**src/rtl/munoc_slave_wburst_buffer_pkg.sv**
```systemverilog
// Shared definitions for the slave-side write-burst store-and-forward buffer.
//   - AXI address-channel sideband widths (len/size/burst)
//   - FSM state encoding (IDLE / CHECK / SEND_AW / SEND_W)
//   - helpers giving the packed entry widths of the AW and W FIFOs
package munoc_slave_wburst_buffer_pkg;

    localparam int BW_AXI_ALEN   = 8;
    localparam int BW_AXI_ASIZE  = 3;
    localparam int BW_AXI_ABURST = 2;

    typedef enum logic [1:0] {
        ST_IDLE    = 2'd0,
        ST_CHECK   = 2'd1,
        ST_SEND_AW = 2'd2,
        ST_SEND_W  = 2'd3
    } wbuf_state_e;

    // AW entry: {id, addr, len, size, burst}
    function automatic int aw_entry_bits(input int bw_tid, input int bw_addr);
        return bw_tid + bw_addr + BW_AXI_ALEN + BW_AXI_ASIZE + BW_AXI_ABURST;
    endfunction

    // W entry: {id, data, strb, last}
    function automatic int w_entry_bits(input int bw_tid, input int bw_data);
        return bw_tid + bw_data + bw_data / 8 + 1;
    endfunction

endpackage

```
**src/rtl/munoc_wbuf_sync_fifo.sv**
```systemverilog
// Synchronous first-word-fall-through FIFO used for the AW queue, the W beat
// buffer and the optional checker queues.
// Ports:
//   clk, rst         clock, synchronous active-high reset (empties the FIFO)
//   push, push_data  write request; ignored while full
//   pop              read request; ignored while empty
//   head             oldest entry, valid whenever empty is low
//   empty, full      occupancy flags
module munoc_wbuf_sync_fifo #(
    parameter int WIDTH = 8,
    parameter int DEPTH = 4
) (
    input  logic             clk,
    input  logic             rst,
    input  logic             push,
    input  logic [WIDTH-1:0] push_data,
    input  logic             pop,
    output logic [WIDTH-1:0] head,
    output logic             empty,
    output logic             full
);

    localparam int PW = $clog2(DEPTH);

    logic [WIDTH-1:0] mem [DEPTH];
    // Pointers carry one extra wrap bit so full and empty are distinguishable.
    logic [PW:0]      wr_ptr;
    logic [PW:0]      rd_ptr;
    logic             do_push;
    logic             do_pop;

    assign do_push = push && !full;
    assign do_pop  = pop && !empty;

    // NOTE: state registers use non-blocking assignment so every flop samples
    // the pre-edge values, independent of process ordering.
    always_ff @(posedge clk) begin
        if (rst) begin
            wr_ptr <= '0;
            rd_ptr <= '0;
        end else begin
            if (do_push) wr_ptr <= wr_ptr + 1'b1;
            if (do_pop)  rd_ptr <= rd_ptr + 1'b1;
        end
    end

    // NOTE: the storage array has no reset; only the pointers define which
    // entries are meaningful, and leaving it unreset keeps it a plain RAM.
    always_ff @(posedge clk) begin
        if (do_push) mem[wr_ptr[PW-1:0]] <= push_data;
    end

    assign head  = mem[rd_ptr[PW-1:0]];
    assign empty = (wr_ptr == rd_ptr);
    assign full  = (wr_ptr[PW] != rd_ptr[PW]) && (wr_ptr[PW-1:0] == rd_ptr[PW-1:0]);

endmodule

```
**src/rtl/munoc_slave_wburst_buffer.sv**
```systemverilog
// Store-and-forward write-burst buffer between the slave NI AXI write outputs
// and the AXI slave. Each AW is held until all of its W beats are buffered
// (or the W FIFO is full), so a slow NoC master never leaves the slave bus
// with a half-delivered burst. Read and B channels do not pass through here.
// Ports:
//   clk, rst                 clock, synchronous active-high reset
//   s_aw*/s_awvalid/ready    upstream write address channel
//   s_w*/s_wvalid/ready      upstream write data channel
//   m_aw*/m_awvalid/ready    downstream write address channel
//   m_w*/m_wvalid/ready      downstream write data channel
//   wbuf_busy                FSM not idle or a FIFO holds data
//   wbuf_err                 (MUNOC_WBUF_CHECKER_EN only) sticky wlast/id error
// Build option: define MUNOC_WBUF_CHECKER_EN to add the wlast/id checker.
module munoc_slave_wburst_buffer
    import munoc_slave_wburst_buffer_pkg::*;
#(
    parameter int BW_AXI_TID = 4,
    parameter int BW_ADDR    = 32,
    parameter int BW_DATA    = 32,
    parameter int AW_DEPTH   = 2,
    parameter int W_DEPTH    = 16
) (
    input  logic                     clk,
    input  logic                     rst,
    input  logic [BW_AXI_TID-1:0]    s_awid,
    input  logic [BW_ADDR-1:0]       s_awaddr,
    input  logic [BW_AXI_ALEN-1:0]   s_awlen,
    input  logic [BW_AXI_ASIZE-1:0]  s_awsize,
    input  logic [BW_AXI_ABURST-1:0] s_awburst,
    input  logic                     s_awvalid,
    output logic                     s_awready,
    input  logic [BW_AXI_TID-1:0]    s_wid,
    input  logic [BW_DATA-1:0]       s_wdata,
    input  logic [BW_DATA/8-1:0]     s_wstrb,
    input  logic                     s_wlast,
    input  logic                     s_wvalid,
    output logic                     s_wready,
    output logic [BW_AXI_TID-1:0]    m_awid,
    output logic [BW_ADDR-1:0]       m_awaddr,
    output logic [BW_AXI_ALEN-1:0]   m_awlen,
    output logic [BW_AXI_ASIZE-1:0]  m_awsize,
    output logic [BW_AXI_ABURST-1:0] m_awburst,
    output logic                     m_awvalid,
    input  logic                     m_awready,
    output logic [BW_AXI_TID-1:0]    m_wid,
    output logic [BW_DATA-1:0]       m_wdata,
    output logic [BW_DATA/8-1:0]     m_wstrb,
    output logic                     m_wlast,
    output logic                     m_wvalid,
    input  logic                     m_wready,
    output logic                     wbuf_busy
`ifdef MUNOC_WBUF_CHECKER_EN
    ,
    output logic                     wbuf_err
`endif
);

    localparam int AW_W   = aw_entry_bits(BW_AXI_TID, BW_ADDR);
    localparam int W_W    = w_entry_bits(BW_AXI_TID, BW_DATA);
    localparam int STRB_W = BW_DATA / 8;
    localparam int CNT_W  = $clog2(W_DEPTH) + 1;

    wbuf_state_e state, state_next;

    logic                     aw_push, aw_pop, aw_empty, aw_full;
    logic [AW_W-1:0]          aw_in, aw_head;
    logic                     w_push, w_pop, w_empty, w_full;
    logic [W_W-1:0]           w_in, w_head;

    logic [BW_AXI_TID-1:0]    h_awid;
    logic [BW_ADDR-1:0]       h_awaddr;
    logic [BW_AXI_ALEN-1:0]   h_awlen;
    logic [BW_AXI_ASIZE-1:0]  h_awsize;
    logic [BW_AXI_ABURST-1:0] h_awburst;
    logic [BW_AXI_TID-1:0]    hw_id;
    logic [BW_DATA-1:0]       hw_data;
    logic [STRB_W-1:0]        hw_strb;
    logic                     hw_last;

    logic [CNT_W-1:0]         beat_cnt;
    logic [31:0]              need_beats, have_beats;
    logic                     burst_ready;

    // ------------------------------------------------------------------
    // Upstream acceptance and FIFOs
    // ------------------------------------------------------------------
    assign s_awready = !rst && !aw_full;
    assign s_wready  = !rst && !w_full;
    assign aw_push   = s_awvalid && s_awready;
    assign w_push    = s_wvalid && s_wready;
    assign aw_pop    = (state == ST_SEND_AW) && m_awready;
    assign w_pop     = m_wvalid && m_wready;

    assign aw_in = {s_awid, s_awaddr, s_awlen, s_awsize, s_awburst};
    assign w_in  = {s_wid, s_wdata, s_wstrb, s_wlast};

    assign {h_awid, h_awaddr, h_awlen, h_awsize, h_awburst} = aw_head;
    assign {hw_id, hw_data, hw_strb, hw_last}               = w_head;

    munoc_wbuf_sync_fifo #(.WIDTH(AW_W), .DEPTH(AW_DEPTH)) u_aw_fifo (
        .clk       (clk),
        .rst       (rst),
        .push      (aw_push),
        .push_data (aw_in),
        .pop       (aw_pop),
        .head      (aw_head),
        .empty     (aw_empty),
        .full      (aw_full)
    );

    munoc_wbuf_sync_fifo #(.WIDTH(W_W), .DEPTH(W_DEPTH)) u_w_fifo (
        .clk       (clk),
        .rst       (rst),
        .push      (w_push),
        .push_data (w_in),
        .pop       (w_pop),
        .head      (w_head),
        .empty     (w_empty),
        .full      (w_full)
    );

    // ------------------------------------------------------------------
    // Beat counter and FSM state register
    // ------------------------------------------------------------------
    always_ff @(posedge clk) begin
        if (rst) begin
            state    <= ST_IDLE;
            beat_cnt <= '0;
        end else begin
            state <= state_next;
            if (w_push && !w_pop)
                beat_cnt <= beat_cnt + CNT_W'(1);
            else if (!w_push && w_pop)
                beat_cnt <= beat_cnt - CNT_W'(1);
        end
    end

    // Release the head AW once its whole burst sits in the W FIFO. A full
    // FIFO also releases it, so bursts longer than the FIFO stream through.
    assign need_beats  = 32'(h_awlen) + 32'd1;
    assign have_beats  = 32'(beat_cnt);
    assign burst_ready = (need_beats <= have_beats) || w_full;

    // NOTE: every signal written in always_comb gets a default first, so no
    // path through the block can leave it unassigned and infer a latch.
    always_comb begin
        state_next = state;
        case (state)
            ST_IDLE:    if (!aw_empty)   state_next = ST_CHECK;
            ST_CHECK:   if (burst_ready) state_next = ST_SEND_AW;
            ST_SEND_AW: if (m_awready)   state_next = ST_SEND_W;
            ST_SEND_W:  if (w_pop && hw_last)
                            state_next = aw_empty ? ST_IDLE : ST_CHECK;
            default:    state_next = ST_IDLE;
        endcase
    end

    // Downstream outputs are zero unless their valid is asserted.
    always_comb begin
        m_awvalid = 1'b0;
        m_awid    = '0;
        m_awaddr  = '0;
        m_awlen   = '0;
        m_awsize  = '0;
        m_awburst = '0;
        m_wvalid  = 1'b0;
        m_wid     = '0;
        m_wdata   = '0;
        m_wstrb   = '0;
        m_wlast   = 1'b0;
        if (state == ST_SEND_AW) begin
            m_awvalid = 1'b1;
            m_awid    = h_awid;
            m_awaddr  = h_awaddr;
            m_awlen   = h_awlen;
            m_awsize  = h_awsize;
            m_awburst = h_awburst;
        end
        if ((state == ST_SEND_W) && !w_empty) begin
            m_wvalid = 1'b1;
            m_wid    = hw_id;
            m_wdata  = hw_data;
            m_wstrb  = hw_strb;
            m_wlast  = hw_last;
        end
    end

    assign wbuf_busy = (state != ST_IDLE) || !aw_empty || !w_empty;

`ifdef MUNOC_WBUF_CHECKER_EN
    // ------------------------------------------------------------------
    // wlast / id checker. W may lead its AW, so completed W bursts are
    // summarised into one queue and accepted AWs into another; the heads
    // are compared whenever both queues hold an entry.
    // ------------------------------------------------------------------
    localparam int TRK_W = BW_AXI_TID + BW_AXI_ALEN;
    localparam int SCW   = BW_AXI_ALEN + 1;
    localparam int SUM_W = BW_AXI_TID + SCW + 1;

    logic                  trk_empty, trk_full, sum_empty, sum_full;
    logic [TRK_W-1:0]      trk_head;
    logic [SUM_W-1:0]      sum_in, sum_head;
    logic [BW_AXI_TID-1:0] trk_id, sum_id, cur_id, first_id;
    logic [BW_AXI_ALEN-1:0] trk_len;
    logic [SCW-1:0]        sum_cnt, cur_cnt, cnt_plus;
    logic                  sum_bad, cur_bad, id_bad, sum_push, match_pop, mismatch;

    assign {trk_id, trk_len}          = trk_head;
    assign {sum_id, sum_cnt, sum_bad} = sum_head;

    // Beat count saturates so an overlong burst still reports a mismatch.
    assign cnt_plus  = (&cur_cnt) ? cur_cnt : cur_cnt + SCW'(1);
    assign first_id  = (cur_cnt == '0) ? s_wid : cur_id;
    assign id_bad    = (cur_cnt != '0) && (s_wid != cur_id);
    assign sum_push  = w_push && s_wlast;
    assign sum_in    = {first_id, cnt_plus, cur_bad | id_bad};
    assign match_pop = !trk_empty && !sum_empty;
    assign mismatch  = sum_bad || (sum_id != trk_id) ||
                       (sum_cnt != ({1'b0, trk_len} + SCW'(1)));

    munoc_wbuf_sync_fifo #(.WIDTH(TRK_W), .DEPTH(2 * AW_DEPTH)) u_trk_fifo (
        .clk       (clk),
        .rst       (rst),
        .push      (aw_push),
        .push_data ({s_awid, s_awlen}),
        .pop       (match_pop),
        .head      (trk_head),
        .empty     (trk_empty),
        .full      (trk_full)
    );

    munoc_wbuf_sync_fifo #(.WIDTH(SUM_W), .DEPTH(W_DEPTH)) u_sum_fifo (
        .clk       (clk),
        .rst       (rst),
        .push      (sum_push),
        .push_data (sum_in),
        .pop       (match_pop),
        .head      (sum_head),
        .empty     (sum_empty),
        .full      (sum_full)
    );

    always_ff @(posedge clk) begin
        if (rst) begin
            cur_cnt  <= '0;
            cur_id   <= '0;
            cur_bad  <= 1'b0;
            wbuf_err <= 1'b0;
        end else begin
            if (w_push) begin
                if (s_wlast) begin
                    cur_cnt <= '0;
                    cur_bad <= 1'b0;
                end else begin
                    cur_cnt <= cnt_plus;
                    cur_id  <= first_id;
                    cur_bad <= cur_bad | id_bad;
                end
            end
            if (match_pop && mismatch) wbuf_err <= 1'b1;
        end
    end
`endif

endmodule
```
**config.mk**
```make
export PLATFORM = sky130hd
export DESIGN_NAME = munoc_slave_wburst_buffer
export DESIGN_NICKNAME = d
export VERILOG_FILES = /design/src/rtl/munoc_slave_wburst_buffer_pkg.sv /design/src/rtl/munoc_wbuf_sync_fifo.sv /design/src/rtl/munoc_slave_wburst_buffer.sv
export SDC_FILE = /design/constraint.sdc
export NUM_CORES = 1
export LEC_CHECK = 0
export CAP_MARGIN = 30
export CORE_UTILIZATION = 59
export DETAILED_ROUTE_END_ITERATION = 10
export GPL_TIMING_DRIVEN = 0
export PLACE_DENSITY = 0.85
export SYNTH_ARGS = -nofsm -noshare
export SYNTH_HDL_FRONTEND = slang
export SYNTH_SLANG_ARGS = --single-unit
```
**constraint.sdc**
```tcl
create_clock -name clk -period 5.85 [get_ports clk]
set_input_delay 1.17 -clock clk [delete_from_list [all_inputs] [get_ports clk]]
set_output_delay 1.17 -clock clk [all_outputs]
set_load 0.05 [all_outputs]
```
==> flow_summary.toml <==
[synth]
synth_area_per_cell_um2 = 22.2
yosysSeqAreaShare_pct = 76.3
yosys_warnings = 0
syn_nets = 1487
synth_flop_cell = "edfxtp_1"
synth_area_leader_cell = "edfxtp_1"
ys_async_sr_fraction_pct = 0
synth_edf_count = 754
ys_ff_latch = 780
yosysTopAreaCellShare_pct = 74.6
syn_inst = 1370
netlist_area_um2 = 30300
yosys-top-cells-area = "edfxtp_1 (75%), mux4_2 (15%), dfxtp_1 (1.7%)"
synthDistinctLibCells = 48

[power_and_ir_drop]
clockPowerShare_pct = 40.4
p_comb_share_pct = 7.7
power_frac_seq_pct = 51.9
powerDensity_nw_per_um2 = 330
p_switching_w = 0.00275
ir_worst_vdd_v = 0.000310
p_int_w = 0.00925
p_leak_nw = 11.3
switching_share_pct = 22.9

[setup_path]
crit_type = "reg -> out"
crit_required_ps = 4680
startpoint_type = "register"
critical_path_arrival_ps = 4480
end_kind = "primary output"
path_max_fanout = 10

[clock_network]
cts_tree = "done"
cts-htree-levels = 3
clock_sinks = 780
numCtsBuffers = 76
clock_path_buffers = 3
cts_hold_buf = 0
path_clk_slew_ps = 60
post_cts_resized = 0
cts_root_buffer = "clkbuf_16"
clock_latency_ps = 650
post-cts-setup-buffers = 0

[timing]
tns_ps = 0
drv_slew = 0
period_share_pct = 96.6
period_minus_slack_ps = 5650
worst_pin_slew_ps = 1080
worst_slack_ps = 197
skew_ps = 32.8
timing.final.hold_violations = 0
fmax_mhz = 177
hold_ws_ps = 498
maxSlewHeadroom_pct = 28.0
rsz0062_at_grt = "false"
setup_viol = 0

[drt]
wl_mm = 82.7
drc_errors = 0
vias_per_cell = 6.68
drt_iter0_markers = 1815
postRouteAntennaNets = 0
vias = 16100
firstDrtPassIters = 7
wl_per_cell_um = 34.3

[min_path]
hold_class = "reg -> reg"

[floorplan]
die-area_um2 = 52300
die_h_um = 229
core_area_um2 = 50500
start_util_pct = 60.1
die_w_um = 229
ioPinCount = 191
std_cell_rows = 82

[layout]
syn_to_final_growth_pct = 19.9
fillers = 2722
layout-drive-gt1-share_pct = 23.6
regArea_um2 = 23200
nNetsFinal = 1801
multi_input_area_um2 = 6930
stdcell_count = 2413

[global_route]
grt_start_max_net_pins = 35
overflow = 0
grt_usage_pct = 32.4
grt_pass1_wl_mm = 118
grt_antenna_before_repair = 3
grt_pass1_vias = 16900

[run]
drv_cap = 0

[placement]
gp_congestion = 0.768
io_buffers = 189
dp_cells = 2277
hpwl_mm = 45.5
pre_cts_ws_ps = 1010

[outcome]
outcome = "complete, no violations"
through the flow:
stage	util, %	instance area [um2]	power [W]
global placement	65.5	33100	0.00720
CTS	72.1	36400	0.0120
detailed placement	67.3	34000	0.00725
global route	72.1	36400	0.0123
finish	72.1	36400	0.0120
floorplan	-	30300	0.00687
cells in the mapped netlist (2+ instances only):
master and instances:
nor3_1 5, ha_1 20, xor2_1 18, buf_2 19
mux4_2 204, edfxtp_1 754, mux2_2 2, buf_1 10
a21o_1 3, clkbuf_1 33, buf_4 3, nor2_1 37
dfxtp_1 26, nand2_1 15, nand4_1 6, a21oi_1 11
nor2b_1 51, buf_6 3, nand2b_1 6, inv_1 11
and2_1 42, nand3_1 4, o21ai_0 5, mux2i_1 51
xnor2_1 8
routing by layer:
| layer | vias to the layer above | track usage [%] | part of all wire [%] |
|---|---|---|---|
| met1 | 8339 | 37.6 | 32 |
| met3 | 254 | 6.80 | 9.4 |
| met4 | 4 | 18.0 | 5.6 |
| met2 | 1242 | 56.3 | 52 |
| li1 | 6287 | - | - |
| met5 | - | 0 | 0.033 |
power groups by stage:
stage / combinational [W] / sequential [W] / clock, W
5_1_grt: 0.000966 / 0.00623 / 0.00506
6_report: 0.000919 / 0.00623 / 0.00485
3_3_place_gp: 0.000856 / 0.00635 / 0
2_1_floorplan: 0.000534 / 0.00634 / 0
4_1_cts: 0.000919 / 0.00623 / 0.00487
3_5_place_dp: 0.000903 / 0.00634 / 0
worst paths after layout:
path	start	end	slack [ps]	cells after the start
min	beat_cnt[2]$_SDFFE_PP0P_	beat_cnt[2]$_SDFFE_PP0P_	500	2
min reg2reg	beat_cnt[2]$_SDFFE_PP0P_	beat_cnt[2]$_SDFFE_PP0P_	500	2
max reg2reg	register	state[0]$_SDFFE_PP0P_	2190	12
max	register	m_wid[2]	200	7
cells in the final DEF, fill, tap and decap left out, drive strengths merged, types with 2 or more instances in the layout:
cell type,netlist,final
nor2b,51,51
clkinv,0,21
mux2i,51,51
buf,35,82
dfxtp,26,26
mux2,2,2
nor2,38,38
bufinv,0,6
xnor2,8,8
xor2,19,19
a21oi,11,11
clkinvlp,0,3
nand4,6,6
mux4,204,204
o21ai,6,6
clkdlybuf4s50,0,189
inv,13,18
nand3,4,4
and2,43,43
nand2b,6,6
clkbuf,33,131
a21o,3,3
nor3,5,5
edfxtp,754,754
diode,0,2
a211oi,2,2
and3,2,2
ha,20,20
nand2,16,16
worst max-delay path, cell delays in order (launching register included):
cell,delay (ps)
dfxtp_1,310
clkbuf_1,470
buf_2,360
clkbuf_1,730
mux4_2,500
mux4_2,590
and2_1,190
clkdlybuf4s50_1,690
flip-flops by register name, indices dropped and copies added, names as in the netlist, named ones only:
signal            count
u_w_fifo.mem        656
u_aw_fifo.mem        98
beat_cnt              5
u_w_fifo.rd_ptr       5
u_w_fifo.wr_ptr       5
state                 2
u_aw_fifo.rd_ptr      2
u_aw_fifo.wr_ptr      2
layout make-up:
type	count	area share [%]
Antenna cell	2	0.0138
Buffer	68	0.860
Clock buffer	98	5.51
Clock inverter	35	1.10
Inverter	13	0.141
Multi-Input combinational cell	509	19.1
Sequential cell	780	63.7
Tap cell	672	2.31
Timing Repair Buffer	236	7.36
cells by family (layout without fill, tap and decap cells):
family | count (synthesis) | in the layout | share of synthesized area (%)
buffers and inverters | 81 | 450 | 1.20
adder cells (fa/ha/maj) | 21 | 21 | 0.891
AO/OA/AOI/OAI | 31 | 31 | 0.680
other | 0 | 2 | 0
multiplexers | 257 | 257 | 16.9
flip-flops | 780 | 780 | 76.3
AND/OR/NAND/NOR | 173 | 173 | 3.21
XOR/XNOR | 27 | 27 | 0.804
No activity file was read; power rests on OpenSTA's default activity.
